$ cat src/rtl/wb_trace_buffer_if.sv
// Drain port of the writeback trace buffer.
// master: rd_valid/rd_ts/rd_addr/rd_data out, rd_ready in; slave mirrors it.
interface wb_trace_buffer_if #(
    parameter int DATA_W = 32,
    parameter int REG_W  = 5,
    parameter int TS_W   = 16
);
    logic              rd_valid;
    logic              rd_ready;
    logic [TS_W-1:0]   rd_ts;
    logic [REG_W-1:0]  rd_addr;
    logic [DATA_W-1:0] rd_data;

    modport master (
        output rd_valid,
        output rd_ts,
        output rd_addr,
        output rd_data,
        input  rd_ready
    );

    modport slave (
        input  rd_valid,
        input  rd_ts,
        input  rd_addr,
        input  rd_data,
        output rd_ready
    );
endinterface

$ cat src/rtl/wb_trace_buffer.sv
// Writeback trace capture: timestamps register-file writes into a ring buffer.
// Ports: clk, rst (async active-low), wb_en/wb_addr/wb_data tap,
// arm/disarm pulses, mode (0 stop, 1 wrap), rd drain port,
// count, overflow (sticky), state (0 idle, 1 armed, 2 stopped).
module wb_trace_buffer #(
    parameter int DATA_W    = 32,
    parameter int REG_W     = 5,
    parameter int DEPTH     = 16,
    parameter int TS_W      = 16,
    parameter bit FILTER_X0 = 1'b1
) (
    input  logic                   clk,
    input  logic                   rst,
    input  logic                   wb_en,
    input  logic [REG_W-1:0]       wb_addr,
    input  logic [DATA_W-1:0]      wb_data,
    input  logic                   arm,
    input  logic                   disarm,
    input  logic                   mode,
    wb_trace_buffer_if.master      rd,
    output logic [$clog2(DEPTH):0] count,
    output logic                   overflow,
    output logic [1:0]             state
);
    localparam int PW = $clog2(DEPTH);

    typedef enum logic [1:0] {
        S_IDLE  = 2'd0,
        S_ARMED = 2'd1,
        S_STOP  = 2'd2
    } st_e;

    typedef struct packed {
        logic [TS_W-1:0]   ts;
        logic [REG_W-1:0]  addr;
        logic [DATA_W-1:0] data;
    } ent_t;

    st_e             st_q;
    logic [PW-1:0]   head_q;
    logic [PW-1:0]   tail_q;
    logic [TS_W-1:0] ts_q;
    ent_t            mem [DEPTH];
    ent_t            head_e;

    logic valid;
    logic qual;
    logic pop;
    logic full;
    logic push;
    logic wrap;
    logic drop;
    logic start;
    logic stop;

    assign valid = (count != '0);
    assign full  = (count == (PW+1)'(DEPTH));
    assign pop   = valid && rd.rd_ready;
    assign qual  = wb_en && (st_q == S_ARMED)
                   && !(FILTER_X0 && (wb_addr == '0));

    // A full buffer with no pop either overwrites the oldest
    // entry (wrap mode) or drops the event and stops capture.
    assign push  = qual && (!full || pop || mode);
    assign wrap  = qual && full && !pop && mode;
    assign drop  = qual && full && !pop && !mode;

    // Mutually exclusive so disarm always wins over arm or a stop.
    assign start = !disarm && arm && (st_q != S_ARMED);
    assign stop  = !disarm && drop;

    always_ff @(posedge clk) begin
        if (push) begin
            mem[tail_q] <= '{ts: ts_q, addr: wb_addr, data: wb_data};
        end
    end

    always_ff @(posedge clk or negedge rst) begin
        if (!rst) begin
            st_q     <= S_IDLE;
            head_q   <= '0;
            tail_q   <= '0;
            ts_q     <= '0;
            count    <= '0;
            overflow <= 1'b0;
        end else begin
            if (push) begin
                tail_q <= tail_q + 1'b1;
            end
            if (pop || wrap) begin
                head_q <= head_q + 1'b1;
            end
            if (push && !pop && !wrap) begin
                count <= count + 1'b1;
            end else if (pop && !push) begin
                count <= count - 1'b1;
            end
            if (st_q == S_ARMED) begin
                ts_q <= ts_q + 1'b1;
            end
            if (drop || wrap) begin
                overflow <= 1'b1;
            end
            unique case (1'b1)
                disarm: st_q <= S_IDLE;
                start: begin
                    st_q     <= S_ARMED;
                    ts_q     <= '0;
                    overflow <= 1'b0;
                end
                stop: st_q <= S_STOP;
                default: ;
            endcase
        end
    end

    // Head outputs read as zero while the buffer is empty.
    assign head_e      = valid ? mem[head_q] : '0;
    assign rd.rd_valid = valid;
    assign rd.rd_ts    = head_e.ts;
    assign rd.rd_addr  = head_e.addr;
    assign rd.rd_data  = head_e.data;
    assign state       = st_q;
endmodule

$ cat src/flat_wrapper.sv
// flat-port wrapper written by rule: the top's interface ports become plain ports
module wb_trace_buffer_flat 
#(
    parameter int DATA_W    = 32,
    parameter int REG_W     = 5,
    parameter int DEPTH     = 16,
    parameter int TS_W      = 16,
    parameter bit FILTER_X0 = 1'b1
)
  (clk, rst, wb_en, wb_addr, wb_data, arm, disarm, mode, count, overflow, state, rd_rd_valid, rd_rd_ts, rd_rd_addr, rd_rd_data, rd_rd_ready);
  wb_trace_buffer_if #(.DATA_W(DATA_W), .REG_W(REG_W), .TS_W(TS_W)) rd_i ();
  input  logic clk;
  input  logic rst;
  input  logic wb_en;
  input  logic [REG_W-1:0] wb_addr;
  input  logic [DATA_W-1:0] wb_data;
  input  logic arm;
  input  logic disarm;
  input  logic mode;
  output logic [$clog2(DEPTH):0] count;
  output logic overflow;
  output logic [1:0] state;
  output wire logic [$bits(rd_i.rd_valid)-1:0] rd_rd_valid;
  output wire logic [$bits(rd_i.rd_ts)-1:0] rd_rd_ts;
  output wire logic [$bits(rd_i.rd_addr)-1:0] rd_rd_addr;
  output wire logic [$bits(rd_i.rd_data)-1:0] rd_rd_data;
  input wire logic [$bits(rd_i.rd_ready)-1:0] rd_rd_ready;
  assign rd_rd_valid = rd_i.rd_valid;
  assign rd_rd_ts = rd_i.rd_ts;
  assign rd_rd_addr = rd_i.rd_addr;
  assign rd_rd_data = rd_i.rd_data;
  assign rd_i.rd_ready = rd_rd_ready;
  wb_trace_buffer #(.DATA_W(DATA_W), .REG_W(REG_W), .DEPTH(DEPTH), .TS_W(TS_W), .FILTER_X0(FILTER_X0)) u_core (.clk(clk), .rst(rst), .wb_en(wb_en), .wb_addr(wb_addr), .wb_data(wb_data), .arm(arm), .disarm(disarm), .mode(mode), .rd(rd_i), .count(count), .overflow(overflow), .state(state));
endmodule
$ cat config.mk
export PLATFORM = sky130hd
export DESIGN_NAME = wb_trace_buffer_flat
export DESIGN_NICKNAME = d
export VERILOG_FILES = /design/src/rtl/wb_trace_buffer_if.sv /design/src/rtl/wb_trace_buffer.sv /design/src/flat_wrapper.sv
export SDC_FILE = /design/constraint.sdc
export NUM_CORES = 1
export LEC_CHECK = 0
export BUFFER_PORTS_ARGS = -buffer_cell sky130_fd_sc_hd__buf_2
export CAP_MARGIN = 20
export CORE_MARGIN = 5
export CORE_UTILIZATION = 40
export CTS_CLUSTER_DIAMETER = 80
export DETAILED_ROUTE_END_ITERATION = 10
export SLEW_MARGIN = 20
export SYNTH_ARGS = -nofsm -noshare
export SYNTH_HDL_FRONTEND = slang
export SYNTH_SLANG_ARGS = --single-unit
$ cat constraint.sdc
create_clock -name clk -period 15.9 [get_ports clk]
set_clock_uncertainty 0.15 [all_clocks]
set_input_delay 2.385 -clock clk [delete_from_list [all_inputs] [get_ports clk]]
set_output_delay 2.385 -clock clk [all_outputs]
set_load 0.05 [all_outputs]
==> run metrics <==
clk slew on worst S/H paths 0.06 ns; Main synth FF type edfxtp_1; routed wire length 77.2 mm; antenna violations before repair 6; Layout Utilization 46.3%; fraction of registers with async set/reset 3.64%; WL/cell 25.7 um; Reg power frac 38.0%; first-pass GRT wire length 115 mm; post-DP HPWL 37.9 mm; Tot Pwr 7.23 mW; Via density 5.52; post-CTS resize count 0; Avg Synthesized Cell Area 20.9 sq um; CTS buffer count 89; CTS tree done; period utilisation layout 49.2%; num ports 106; # DRC 0; Sw Ratio 34.0%; Final ANT Viol Nets 0; register area 26300 sq um; root buffer cell clkbuf_16; final hold slack 0.366 ns; setup TNS 0 ns; Sink Count 880; maximum buffer depth of the clock tree 3; Yosys reg bits 880; Mapped Nets 1704; CTS H-tree lvls 3; met1 wire length 33.5 mm; Area Growth Syn to Fin 14.6%; die area 92200 sq um; filler instances 7090; Final Net Count 1840; Final Setup Violations 0; Starting Density 40.4%; Crit. End Element output port; Yosys Warn Count 0; Worst Slack Setup Final 8.08 ns; R2R cell count 6; NetSw 2.46 mW; power share of the clock group 30.0%; highest clock rate 128 MHz; Hold/Removal Path Class flip-flop to flip-flop; later-pin clock latency in the skew report 0.63 ns; WS Path Type flip-flop to output port; Pwr Density 183 nW/um^2; row count 107; register area share after synthesis 76.2%; share of layout cells above drive strength 1 28.9%; RSZ-0062 raised after global routing no; Post-CTS Hold Buffers 0; setup slack at placement 8.60 ns; Startpoint Class flip-flop; Final Max Tran Viols 0; DR vias 16574; Gate power share 32.0%; Hold Path Stages 1; port buffer count 105; Least-Margin Pin Slew 1.16 ns; WP data required 13.37 ns; Post-CTS Setup Repair Bufs 0; 1st-pass router iterations 5; met2 WL 38.3 mm; Worst Path Arrival 5.28 ns; slew margin rel. 22.4%; Netlist cell types 43; CORE AREA 85400 sq um; LEAKAGE 12.8 nW; multi-input logic area 7920 sq um; max-cap viol count 0; EDFF count, synth 848; largest net degree at the start of global routing 103; vias in the first global route 17698; fin crit period 7.82 ns; DR top layer met5; Mapped Cells 1649; Synth Cell Area 34500 sq um; status complete, no violations; gr usage total 16.5%; worst vdd ir 0.131 mV; GRT overflow 0; met3 WL post-DR 4.18 mm; RD Place Congestion 0.700; Die W 304 um; CP max FO 58; final hold vios 0; Pint 4.77 mW; DRT iter0 DRCs 1586; Die Span Y 304 um
-- layer usage --
metal,vias to the layer above,global-route usage [%]
met1,8854,23.2
met5,-,0
met4,4,3.88
met3,105,2.73
met2,456,27.5
li1,7155,-
-- cell type report --
cell class                      instances  area share [%]
Antenna cell                            1         0.00633
Clock buffer                          109            5.96
Clock inverter                         56            1.77
Inverter                               10          0.0950
Multi-Input combinational cell        669            20.1
Sequential cell                       880            66.5
Tap cell                             1144            3.62
Timing Repair Buffer                  135            1.98
-- critical path, stage by stage, from the launching register on --
cell,delay [ns]
dfrtp_4,0.58
buf_4,0.76
buf_4,0.92
buf_4,0.89
mux4_2,0.37
mux2i_1,0.09
o22ai_1,0.57
buf_2,0.39
-- metrics by stage --
stage          area [sq um]  cells
6_report              39500   3004
4_1_cts               39500   3003
3_3_place_gp          36400   2837
3_5_place_dp          36500   2838
5_1_grt               39500   3003
2_1_floorplan         34500   1649
-- registers in the layout, indices dropped and copies added, names as in the netlist --
| name | count |
|---|---|
| u_core.mem | 848 |
| u_core.count | 5 |
| u_core.overflow | 1 |
| u_core.tail_q | 4 |
| u_core.head_q | 4 |
| u_core.state | 2 |
| u_core.ts_q | 16 |
-- power by group through the flow --
stage	combinational [mW]	clock, mW	sequential (mW)
after floorplan	1.78	0	2.74
after global placement	2.33	0	2.79
after detailed placement	2.35	0	2.80
after CTS	2.35	2.21	2.75
after global routing	2.47	2.32	2.76
final	2.31	2.17	2.75
-- cell usage after synthesis, types with 5 or more instances --
master | count | area, sq um
a211oi_1 | 32 | 240
a21oi_1 | 35 | 175
buf_1 | 9 | 33.8
buf_2 | 36 | 180
clkbuf_1 | 45 | 169
dfrtp_1 | 32 | 801
edfxtp_1 | 848 | 25500
ha_1 | 10 | 125
inv_1 | 10 | 37.5
mux2_2 | 64 | 721
mux2i_1 | 122 | 1220
mux4_2 | 174 | 3920
nand2_1 | 31 | 116
nand2b_1 | 5 | 31.3
nand3_1 | 8 | 40.0
nand4_1 | 7 | 43.8
nor2_1 | 22 | 82.6
nor3_1 | 6 | 30.0
o211ai_1 | 17 | 128
o21ai_0 | 44 | 220
o22ai_1 | 53 | 332
o31ai_1 | 5 | 37.5
xnor2_1 | 7 | 61.3
-- cell usage in the layout, fill, tap and decap left out, types with 12 or more instances in the layout --
cell	synthesis	routed
mux2_2	64	64
dfrtp_1	32	29
nand2_1	31	30
mux2i_1	122	122
buf_4	0	28
clkbuf_1	45	16
edfxtp_1	848	848
clkbuf_16	0	90
o21ai_0	44	44
mux4_2	174	174
o22ai_1	53	53
a211oi_1	32	32
clkinv_1	0	17
bufinv_16	0	15
clkinv_2	0	14
a21oi_1	35	35
buf_2	36	105
nor2_4	0	12
o211ai_1	17	17
-- final timing paths --
| check | from | slack (ns) | end |
|---|---|---|---|
| worst max-delay path | u_core.head_q[0]$_DFFE_PN0P_ | 8.08 | rd_rd_ts[4] |
| worst min-delay path | u_core.head_q[3]$_DFFE_PN0P_ | 0.37 | u_core.head_q[3]$_DFFE_PN0P_ |
| worst max register to register | u_core.state[0]$_DFFE_PN0P_ | 11.80 | u_core.mem[4][32]$_DFFE_PP_ |
| worst min register to register | u_core.head_q[3]$_DFFE_PN0P_ | 0.37 | u_core.head_q[3]$_DFFE_PN0P_ |
| max in group asynchronous | rst | 13.33 | u_core.head_q[0]$_DFFE_PN0P_ |
| min in group asynchronous | rst | 1.68 | u_core.count[2]$_DFFE_PN0P_ |
-- logic make-up (layout without fill, tap and decap cells) --
kind of cell	after synthesis	in the layout	share of synthesized area [%]
xor+xnor	9	9	0.229
buf+inv	100	310	1.22
other cells	0	1	0
fa+ha+maj	11	11	0.421
flops	880	880	76.2
simple gates	92	92	1.26
compound gates	195	195	3.64
mux	362	362	17.1
Power figures use the tool's default switching activity.
